===== src/rtl/sbox_bram_arbiter.sv =====
// Round-robin arbiter sharing one dual-port read-only S-box BRAM among NUM_REQ lookup requesters.
// Grants up to two lookups per cycle and returns tagged data on two registered response lanes.
module sbox_bram_arbiter #(
  parameter int NUM_REQ  = 4,
  parameter int ID_W     = 2,
  parameter int READ_LAT = 2
) (
  input  logic                  clk,
  input  logic                  rst,
  input  logic [NUM_REQ-1:0]    req_valid,
  input  logic [NUM_REQ*10-1:0] req_addr,
  output logic [NUM_REQ-1:0]    req_ready,
  output logic [9:0]            bram_addra,
  output logic [9:0]            bram_addrb,
  output logic                  bram_en,
  output logic                  bram_rst,
  input  logic [7:0]            bram_doa,
  input  logic [7:0]            bram_dob,
  output logic                  resp_a_valid,
  output logic                  resp_b_valid,
  output logic [ID_W-1:0]       resp_a_id,
  output logic [ID_W-1:0]       resp_b_id,
  output logic [7:0]            resp_a_data,
  output logic [7:0]            resp_b_data
);

  localparam int LAST = READ_LAT - 1;

  logic [ID_W-1:0] rr_ptr_r;
  logic [ID_W-1:0] rr_ptr_nxt_s;
  logic            gnt_a_s;
  logic            gnt_b_s;
  logic [ID_W-1:0] idx_a_s;
  logic [ID_W-1:0] idx_b_s;

  logic [READ_LAT-1:0] tag_va_r;
  logic [READ_LAT-1:0] tag_vb_r;
  logic [ID_W-1:0]     tag_ida_r [READ_LAT];
  logic [ID_W-1:0]     tag_idb_r [READ_LAT];

  function automatic int wrap_idx(input int base, input int off);
    return (base + off) % NUM_REQ;
  endfunction

  // Round-robin scan from rr_ptr: first requester found goes to port A, second to port B.
  always_comb begin
    gnt_a_s = 1'b0;
    gnt_b_s = 1'b0;
    idx_a_s = '0;
    idx_b_s = '0;
    for (int k = 0; k < NUM_REQ; k++) begin
      if (!rst && req_valid[wrap_idx(int'(rr_ptr_r), k)]) begin
        if (!gnt_a_s) begin
          gnt_a_s = 1'b1;
          idx_a_s = ID_W'(wrap_idx(int'(rr_ptr_r), k));
        end else if (!gnt_b_s) begin
          gnt_b_s = 1'b1;
          idx_b_s = ID_W'(wrap_idx(int'(rr_ptr_r), k));
        end else begin
          gnt_b_s = gnt_b_s;
        end
      end else begin
        gnt_a_s = gnt_a_s;
      end
    end
  end

  // Pointer moves just past the last requester granted this cycle.
  always_comb begin
    rr_ptr_nxt_s = rr_ptr_r;
    if (gnt_b_s) begin
      rr_ptr_nxt_s = ID_W'(wrap_idx(int'(idx_b_s), 1));
    end else if (gnt_a_s) begin
      rr_ptr_nxt_s = ID_W'(wrap_idx(int'(idx_a_s), 1));
    end else begin
      rr_ptr_nxt_s = rr_ptr_r;
    end
  end

  // Ready strobes and BRAM addresses for the granted requesters; unused port parks at 0.
  always_comb begin
    req_ready  = '0;
    bram_addra = 10'd0;
    bram_addrb = 10'd0;
    if (gnt_a_s) begin
      req_ready[idx_a_s] = 1'b1;
      bram_addra         = req_addr[10*int'(idx_a_s) +: 10];
    end else begin
      bram_addra = 10'd0;
    end
    if (gnt_b_s) begin
      req_ready[idx_b_s] = 1'b1;
      bram_addrb         = req_addr[10*int'(idx_b_s) +: 10];
    end else begin
      bram_addrb = 10'd0;
    end
  end

  // Both BRAM stages stay enabled while any read is still travelling through them.
  assign bram_en  = !rst && (gnt_a_s || (|tag_va_r) || (|tag_vb_r));
  assign bram_rst = rst;

  // Arbitration pointer and tag pipeline that mirrors the BRAM read latency.
  always_ff @(posedge clk) begin
    if (rst) begin
      rr_ptr_r <= '0;
      tag_va_r <= '0;
      tag_vb_r <= '0;
      for (int i = 0; i < READ_LAT; i++) begin
        tag_ida_r[i] <= '0;
        tag_idb_r[i] <= '0;
      end
    end else begin
      rr_ptr_r     <= rr_ptr_nxt_s;
      tag_va_r[0]  <= gnt_a_s;
      tag_vb_r[0]  <= gnt_b_s;
      tag_ida_r[0] <= idx_a_s;
      tag_idb_r[0] <= idx_b_s;
      for (int i = 1; i < READ_LAT; i++) begin
        tag_va_r[i]  <= tag_va_r[i-1];
        tag_vb_r[i]  <= tag_vb_r[i-1];
        tag_ida_r[i] <= tag_ida_r[i-1];
        tag_idb_r[i] <= tag_idb_r[i-1];
      end
    end
  end

  // Response lanes capture BRAM data when the matching tag reaches the last stage.
  always_ff @(posedge clk) begin
    if (rst) begin
      resp_a_valid <= 1'b0;
      resp_b_valid <= 1'b0;
      resp_a_id    <= '0;
      resp_b_id    <= '0;
      resp_a_data  <= 8'd0;
      resp_b_data  <= 8'd0;
    end else begin
      resp_a_valid <= tag_va_r[LAST];
      resp_b_valid <= tag_vb_r[LAST];
      if (tag_va_r[LAST]) begin
        resp_a_id   <= tag_ida_r[LAST];
        resp_a_data <= bram_doa;
      end
      if (tag_vb_r[LAST]) begin
        resp_b_id   <= tag_idb_r[LAST];
        resp_b_data <= bram_dob;
      end
    end
  end

endmodule


===== config.mk =====
export PLATFORM = sky130hd
export DESIGN_NAME = sbox_bram_arbiter
export DESIGN_NICKNAME = d
export VERILOG_FILES = /design/src/rtl/sbox_bram_arbiter.sv
export SDC_FILE = /design/constraint.sdc
export NUM_CORES = 1
export LEC_CHECK = 0
export ABC_AREA = 1
export BUFFER_PORTS_ARGS = -buffer_cell sky130_fd_sc_hd__buf_2
export CORE_MARGIN = 5
export CORE_UTILIZATION = 33
export DETAILED_ROUTE_END_ITERATION = 16
export HOLD_SLACK_MARGIN = 0.12
export PLACE_DENSITY_LB_ADDON = 0.3
export SYNTH_ARGS = -nofsm -noshare
export SYNTH_HDL_FRONTEND = slang
export SYNTH_SLANG_ARGS = --single-unit
export TNS_END_PERCENT = 1

===== constraint.sdc =====
create_clock -name clk -period 2.6 [get_ports clk]
set_input_delay 0.13 -clock clk [delete_from_list [all_inputs] [get_ports clk]]
set_output_delay 0.13 -clock clk [all_outputs]
set_load 0.03 [all_outputs]

**Yosys cells after proc, flatten, opt, wreduce, memory -nomap -nowiden**

Memories as Yosys holds them, arrays and structs flattened. A register that Yosys moved wholly into a read port is not among the register bits.
Index checks and enable logic that the tools add are counted.

- Shift operators: 2
- Order comparisons: 8
- Add/sub/neg operators: 5
- Multiply operators: 2
- Mux-type cells: 53
- Reductions and logical operators: 16
- Bitwise operators: 8

Operators by type and width:

| operator | number |
|---|---|
| 40-bit by 7-bit variable part select with 10-bit output | 2 |
| 2-bit 2-to-1 mux | 21 |
| 1-bit 2-to-1 mux | 22 |
| 10-bit 2-to-1 mux | 2 |
| 3-bit by 4-bit < comparator with 1-bit output (second input constant) | 3 |
| 3-bit by 2-bit multiplier with 5-bit output (first input constant) | 2 |
| 2-bit OR reduction | 5 |
| 2-bit by 3-bit < comparator with 1-bit output (second input constant) | 3 |
| 1-bit binary-select mux with 2-bit select | 4 |
| 4-bit 2-to-1 mux | 2 |
| 1-bit logical AND | 7 |
| 2-bit by 1-bit adder with 2-bit output (second input constant) | 3 |
| 2-bit adder (second input constant) | 2 |
| 1-bit demux with 2-bit select | 2 |
| 2-bit by 1-bit greater-or-equal comparator with 1-bit output (second input constant) | 2 |
| 1-bit bitwise OR | 4 |
| 4-bit bitwise OR | 1 |
| 1-bit bitwise AND (first input constant) | 3 |
| 1-bit logical OR | 2 |
| 2-bit nonzero test | 1 |
| 1-bit zero test | 1 |

- Memories: 2
- Bits in writable memories: 8
- Output and inout port bits: 48
- Register bits: 24
- Input bits: 62

Memory list:

| name | words | width | rd ports | clocked after memory_dff | wr ports | line | source |
|---|---|---|---|---|---|---|---|
| tag_ida_r | 2 | 2 | 2 | 1 | 2 | 38 | `logic [ID_W-1:0] tag_ida_r [READ_LAT];` |
| tag_idb_r | 2 | 2 | 2 | 1 | 2 | 39 | `logic [ID_W-1:0] tag_idb_r [READ_LAT];` |

**Longest topological paths before layout**

- Depth after elaboration: 20
- Mapped depth: 19
- Depth with buffers taken out: 18

**Least setup slack after synthesis**

OpenSTA, ideal clock, no wires.

- Path type: reg-to-output
- Start point: register rr_ptr_r[0]
- End point: output port req_ready[3]
- Arrival: 2408 ps
- Slack: 62 ps
- Cell stages (with the launch flop): 15
- Path buffers: 3
- Data required time: 2470 ps
- Cells stage by stage: dfxtp_1 buf_6 nand2_2 nand3_1 nand3_2 inv_1 ha_1 nand3_1 o21ai_2 nand3_4 nand2_2 buf_6 buf_8 inv_2 o21ai_0

- Cells in the longest elaborated chain, start to end: 18
- Elaborated cells between the ends (all ways): 56
- Classes of those cells: add/sub (3); order compare (4); mux (42); bitwise (1); reduce/logical (6)

RTL lines:

| what | line | source |
|---|---|---|
| start, declared | 29 | `logic [ID_W-1:0] rr_ptr_r;` |
| start signal, assigned | 114 | `rr_ptr_r <= rr_ptr_nxt_s;` |
| 2-bit by 1-bit adder with 2-bit output or 1-bit binary-select mux with 2-bit select (tied branches) | 42, 52 |  |
| 1-bit binary-select mux with 2-bit select or 1-bit 2-to-1 mux (tied branches) | 52 | `if (!rst && req_valid[wrap_idx(int'(rr_ptr_r), k)]) begin` |
| 1-bit 2-to-1 mux (implied by the code) or 1-bit logical AND (tied branches) | 52 |  |
| 1-bit 2-to-1 mux (implied by the code) | 52 |  |
| 1-bit logical AND, or another cell as far along | 52 |  |
| 2-bit 2-to-1 mux or 1-bit 2-to-1 mux (tied branches) | 52 |  |
| 2-bit 2-to-1 mux | 56 | `end else if (!gnt_b_s) begin` |
| 2-bit 2-to-1 mux | 53 | `if (!gnt_a_s) begin` |
| [... 2 more ...] | - |  |
| 2-bit 2-to-1 mux | 53 |  |
| 2-bit 2-to-1 mux | 52 |  |
| 2-bit by 3-bit < comparator with 1-bit output (implied by the code) or 2-bit by 1-bit greater-or-equal comparator with 1-bit output (tied branches) | 92 | `req_ready[idx_b_s] = 1'b1;` |
| 1-bit logical AND (implied by the code) | 92 |  |
| 1-bit 2-to-1 mux (implied by the code) | 92 |  |
| 1-bit demux with 2-bit select | 92 |  |
| 4-bit bitwise OR (no line) | - |  |
| 4-bit 2-to-1 mux (*) | 91 | `if (gnt_b_s) begin` |
| end, declared | 12 | `output logic [NUM_REQ-1:0] req_ready,` |

Every way passes the cells marked *; elsewhere a longest branch is shown, timed or not. The select of a mux whose other input is x is not followed.

**Final worst setup path**

- Start point: register rr_ptr_r[0]
- End point: output port bram_addra[2]

- Cells in the longest elaborated chain, start to end: 13
- Elaborated cells between the ends (all ways): 32
- Classes of those cells: add/sub (3); mul (1); shift (1); mux (23); reduce/logical (4)

RTL lines:

| what | line | source |
|---|---|---|
| 2-bit by 1-bit adder with 2-bit output or 1-bit binary-select mux with 2-bit select (tied branches) | 42, 52 |  |
| 1-bit binary-select mux with 2-bit select or 1-bit 2-to-1 mux (tied branches) | 52 |  |
| 1-bit 2-to-1 mux (implied by the code) or 1-bit logical AND (tied branches) | 52 |  |
| 1-bit 2-to-1 mux (implied by the code) or 2-bit 2-to-1 mux (tied branches) | 52 |  |
| 1-bit logical AND or 2-bit 2-to-1 mux (tied branches) | 52, 53 |  |
| 2-bit 2-to-1 mux or 1-bit 2-to-1 mux (tied branches) | 52 |  |
| 2-bit 2-to-1 mux | 53 |  |
| 2-bit 2-to-1 mux | 52 |  |
| 2-bit 2-to-1 mux | 53 |  |
| 2-bit 2-to-1 mux | 52 |  |
| 3-bit by 2-bit multiplier with 5-bit output | 87 | `bram_addra = req_addr[10*int'(idx_a_s) +: 10];` |
| 40-bit by 7-bit variable part select with 10-bit output | 87 |  |
| 10-bit 2-to-1 mux (*) | 85 | `if (gnt_a_s) begin` |
| end, declared | 13 | `output logic [9:0] bram_addra,` |

Marks and branches as above.

==> results.txt <==
Run status = complete, but fails checks
Violations in the final reports = negative setup slack
Worst min-delay path class = input pin to register
Maximum clock insertion buffer count = 2
Hold path start = rst
Post-synthesis sequential area ratio = 27.39%
DP Wirelength = 6130 um
Post-route cell area = 0.003913 sq mm
Cell count after synthesis = 423
Starting utilization of the core area = 34.05%
Via density = 4.713
Library cells used by synthesis = 32
Startpoint-to-endpoint class of the critical path = register to primary output
Library cell occupying the most area in the post-synthesis netlist = sky130_fd_sc_hd__dfxtp_1
Power per cell area = 1429 mW/mm^2
Final setup skew = 6.041 ps
Layout area overhead = 48.69%
Total of max-cap violations = 0
Total via count after detailed routing = 3,158
Layout cell share with drive strength beyond 1 = 38.20%
Via count of the first global-routing pass = 3,165
Leakage Power = 2.091 nW
ANT nets after route = 0
Total Nets Final = 631
Logic depth of the worst register-to-register path = 17
Placement Setup Slack = 171.8 ps
Number of cells on the worst hold path = 3
Worst Path Arrival = 2520 ps
Req. time, crit path = 2470 ps
Clock transition at the register clock pins on the worst setup and hold paths after CTS = 70 ps
Fmax = 0.3774 GHz
Die Width = 99.30 um
Leftover overflow at the end of global routing = 0
Die ar. = 0.009860 sq mm
Total Routing Usage GR = 16.64%
Dominant cells by area after synthesis = sky130_fd_sc_hd__dfxtp_1 (27%), sky130_fd_sc_hd__nand2_1 (13%), sky130_fd_sc_hd__nor2_1 (11%)
Final hold violation count = 0
Routed length on met3 = 752 um
Average wire per standard cell = 12.97 um
Uppermost layer routed = met4
Post-placement cell count = 628
Hold Crit Endpoint = tag_va_r[1]
Maximum vdd drop = 0.8045 mV
Count of filler cells inserted in the layout = 787
Commonest cells post-synth = sky130_fd_sc_hd__nand2_1 (93), sky130_fd_sc_hd__nor2_1 (76), sky130_fd_sc_hd__nand3_1 (47)
Minimum clock period after layout = 2649 ps
FFs w/ async S/R, synth = 0%
Setup repair after global routing missed its margin = true
Number of enable-type register cells in the synthesized netlist = 0
Top_reg_cell synth = sky130_fd_sc_hd__dfxtp_1
Critical Path Fanout Max = 8
Antenna violations before repair = 0
DRC violations left = 0
Yosys warning count = 0
Global-route wire length before repair = 13,970 um
Wire length on met2 = 4102 um
Num ports = 110
Wire length reported by the detailed router = 8693 um
Worst-Skew Late Latency = 280 ps
Cell area reported after detailed placement = 0.003296 sq mm
Master cell of the clock root buffer = sky130_fd_sc_hd__clkbuf_8
Critical Path Source Type = register
Final worst path period share = 101.9%
Pin count of the biggest net entering global routing = 21
Post-Syn Area = 0.002631 sq mm
Tot Pwr = 5.592 mW
Level count of the clock H-tree = 2
Met1 Routed Length = 3715 um
Height of the die = 99.30 um
Cts bufs inserted = 5
Site row count = 32
Setup Viol. Count Final = 10
Clock net sink count = 36
Post-synth top area share = 27.39%
Slew headroom = 65.07%
Register bit total from synthesis = 36
Net count after synthesis = 487
Final number of max-transition violations = 0
IO Port Bufs = 109
Final Non-Filler Cells = 670
R2R Path End = rr_ptr_r[1]
Setup WS post-layout = -49.47 ps
Minimum setup slack among reg-to-reg paths = 380 ps
Routability congestion estimate = 0.8563
Kind of end point of the critical path = primary output
Post-Syn Area per Cell = 6.221 sq um
Core footprint = 0.007727 sq mm
Detailed-router iteration count before antenna repair = 4
# diodes = 0
TritonCTS clock tree = done
Pin slew with the least headroom to its limit = 523.3 ps
Source of the worst register-to-register timing path = rr_ptr_r[0]
Most frequent cell after synthesis = sky130_fd_sc_hd__nand2_1
Starting DRT DRC Count = 141
[cell families after synthesis]
kind of cell	Yosys count	share of synthesized area (%)
and+or+nand+nor	262	48.26
AOI/OAI and AO/OA	48	10.60
adders and majority gates	2	0.9509
DFF	36	27.39
buffers and inverters	75	12.79
[registers in the layout, indices dropped and copies added, names as in the netlist]
signal,cells
resp_a_id,2
tag_vb_r,2
tag_va_r,2
resp_b_id,2
tag_idb_r,4
resp_b_data,8
tag_ida_r,4
resp_a_data,8
resp_b_valid,1
resp_a_valid,1
rr_ptr_r,2
[worst max-delay path by stage]
stage                            from       endpoint  slack (ps)  cells after the start
final                     rr_ptr_r[0]  bram_addra[2]         -50                     16
after global routing      rr_ptr_r[0]  bram_addra[8]        -170                     16
after CTS                 rr_ptr_r[0]  bram_addra[8]           6                     17
after detailed placement  rr_ptr_r[0]  bram_addra[2]         170                     16
after global placement    rr_ptr_r[0]  bram_addrb[8]         230                     17
after floorplan           rr_ptr_r[0]   req_ready[3]          60                     14
[layer usage]
metal	GRT usage, %	vias to the layer above
met3	4.418	13
met4	4.097	0
met5	0	-
met1	21.37	1385
met2	27.74	146
li1	-	1614
[repair_timing]
item                                    CTS  global route
gates resized for setup                  24            52
pin swaps                                 8            11
endpoints found under the hold margin    16             0
gates cloned                              0             1
setup buffers                             6            11
hold buffers                             16             0
endpoints found under the setup margin   24            24
[report_power, final]
group | leakage (nW) | switching [mW] | internal, mW | total, mW
clock | 0.0445 | 0.190 | 0.215 | 0.405
combinational | 1.75 | 2.78 | 1.61 | 4.39
sequential | 0.298 | 0.0997 | 0.699 | 0.799
total | 2.09 | 3.07 | 2.52 | 5.59
[stage by stage]
step | hold WS, ps | utilization [%] | setup TNS [ps]
after floorplan | 264.9 | - | 0
after global placement | 353.0 | 42.65 | 0
after detailed placement | 357.8 | 42.65 | 0
after CTS | 244.2 | 47.80 | 0
after global routing | 259.9 | 50.63 | -2701
final | 242.6 | 50.63 | -293.6
[critical path, cell delays in order, from the launching register on]
cell and delay, ps:
sky130_fd_sc_hd__dfxtp_4 380, sky130_fd_sc_hd__inv_8 80, sky130_fd_sc_hd__nand2_2 70, sky130_fd_sc_hd__nand3_2 100, sky130_fd_sc_hd__nand3_2 110, sky130_fd_sc_hd__inv_2 110, sky130_fd_sc_hd__ha_4 200, sky130_fd_sc_hd__nand3b_1 140
sky130_fd_sc_hd__nand3_1 90, sky130_fd_sc_hd__nand3_2 90, sky130_fd_sc_hd__nand2_4 150, sky130_fd_sc_hd__inv_2 60, sky130_fd_sc_hd__nor2_4 200, sky130_fd_sc_hd__inv_4 90, sky130_fd_sc_hd__o21ai_2 120, sky130_fd_sc_hd__nor2_1 70
sky130_fd_sc_hd__buf_4 160
[final cells by class]
| type | count | area (sq um) | area share [%] |
|---|---|---|---|
| clock buffer | 7 | 86.33 | 2.207 |
| clock inverter | 1 | 7.507 | 0.1919 |
| inverter | 54 | 221.5 | 5.660 |
| multi-input combinational | 313 | 1688 | 43.14 |
| sequential | 36 | 725.7 | 18.55 |
| tap | 102 | 127.6 | 3.262 |
| timing repair buffer | 157 | 1056 | 26.99 |
[cells in the final DEF, fill, tap and decap left out, types with 2 or more instances in the layout]
master                          count
sky130_fd_sc_hd__inv_4              3
sky130_fd_sc_hd__clkbuf_4           2
sky130_fd_sc_hd__or2_1              5
sky130_fd_sc_hd__buf_2             89
sky130_fd_sc_hd__buf_6              6
sky130_fd_sc_hd__nor2_1            75
sky130_fd_sc_hd__nand2_4            8
sky130_fd_sc_hd__buf_12             3
sky130_fd_sc_hd__nor2_4             5
sky130_fd_sc_hd__o211ai_1           5
sky130_fd_sc_hd__nand3_2            7
sky130_fd_sc_hd__inv_1             44
sky130_fd_sc_hd__clkbuf_8           6
sky130_fd_sc_hd__o21ai_2            6
sky130_fd_sc_hd__nand3_4            5
sky130_fd_sc_hd__dfxtp_1           34
sky130_fd_sc_hd__dlygate4sd3_1     16
sky130_fd_sc_hd__inv_2              5
sky130_fd_sc_hd__buf_4             41
sky130_fd_sc_hd__o21ai_0           25
sky130_fd_sc_hd__o21ai_1            8
sky130_fd_sc_hd__clkinvlp_4         2
sky130_fd_sc_hd__nand3_1           45
sky130_fd_sc_hd__nand2_1           87
sky130_fd_sc_hd__nand2_2           19
Power figures use the tool's default switching activity.
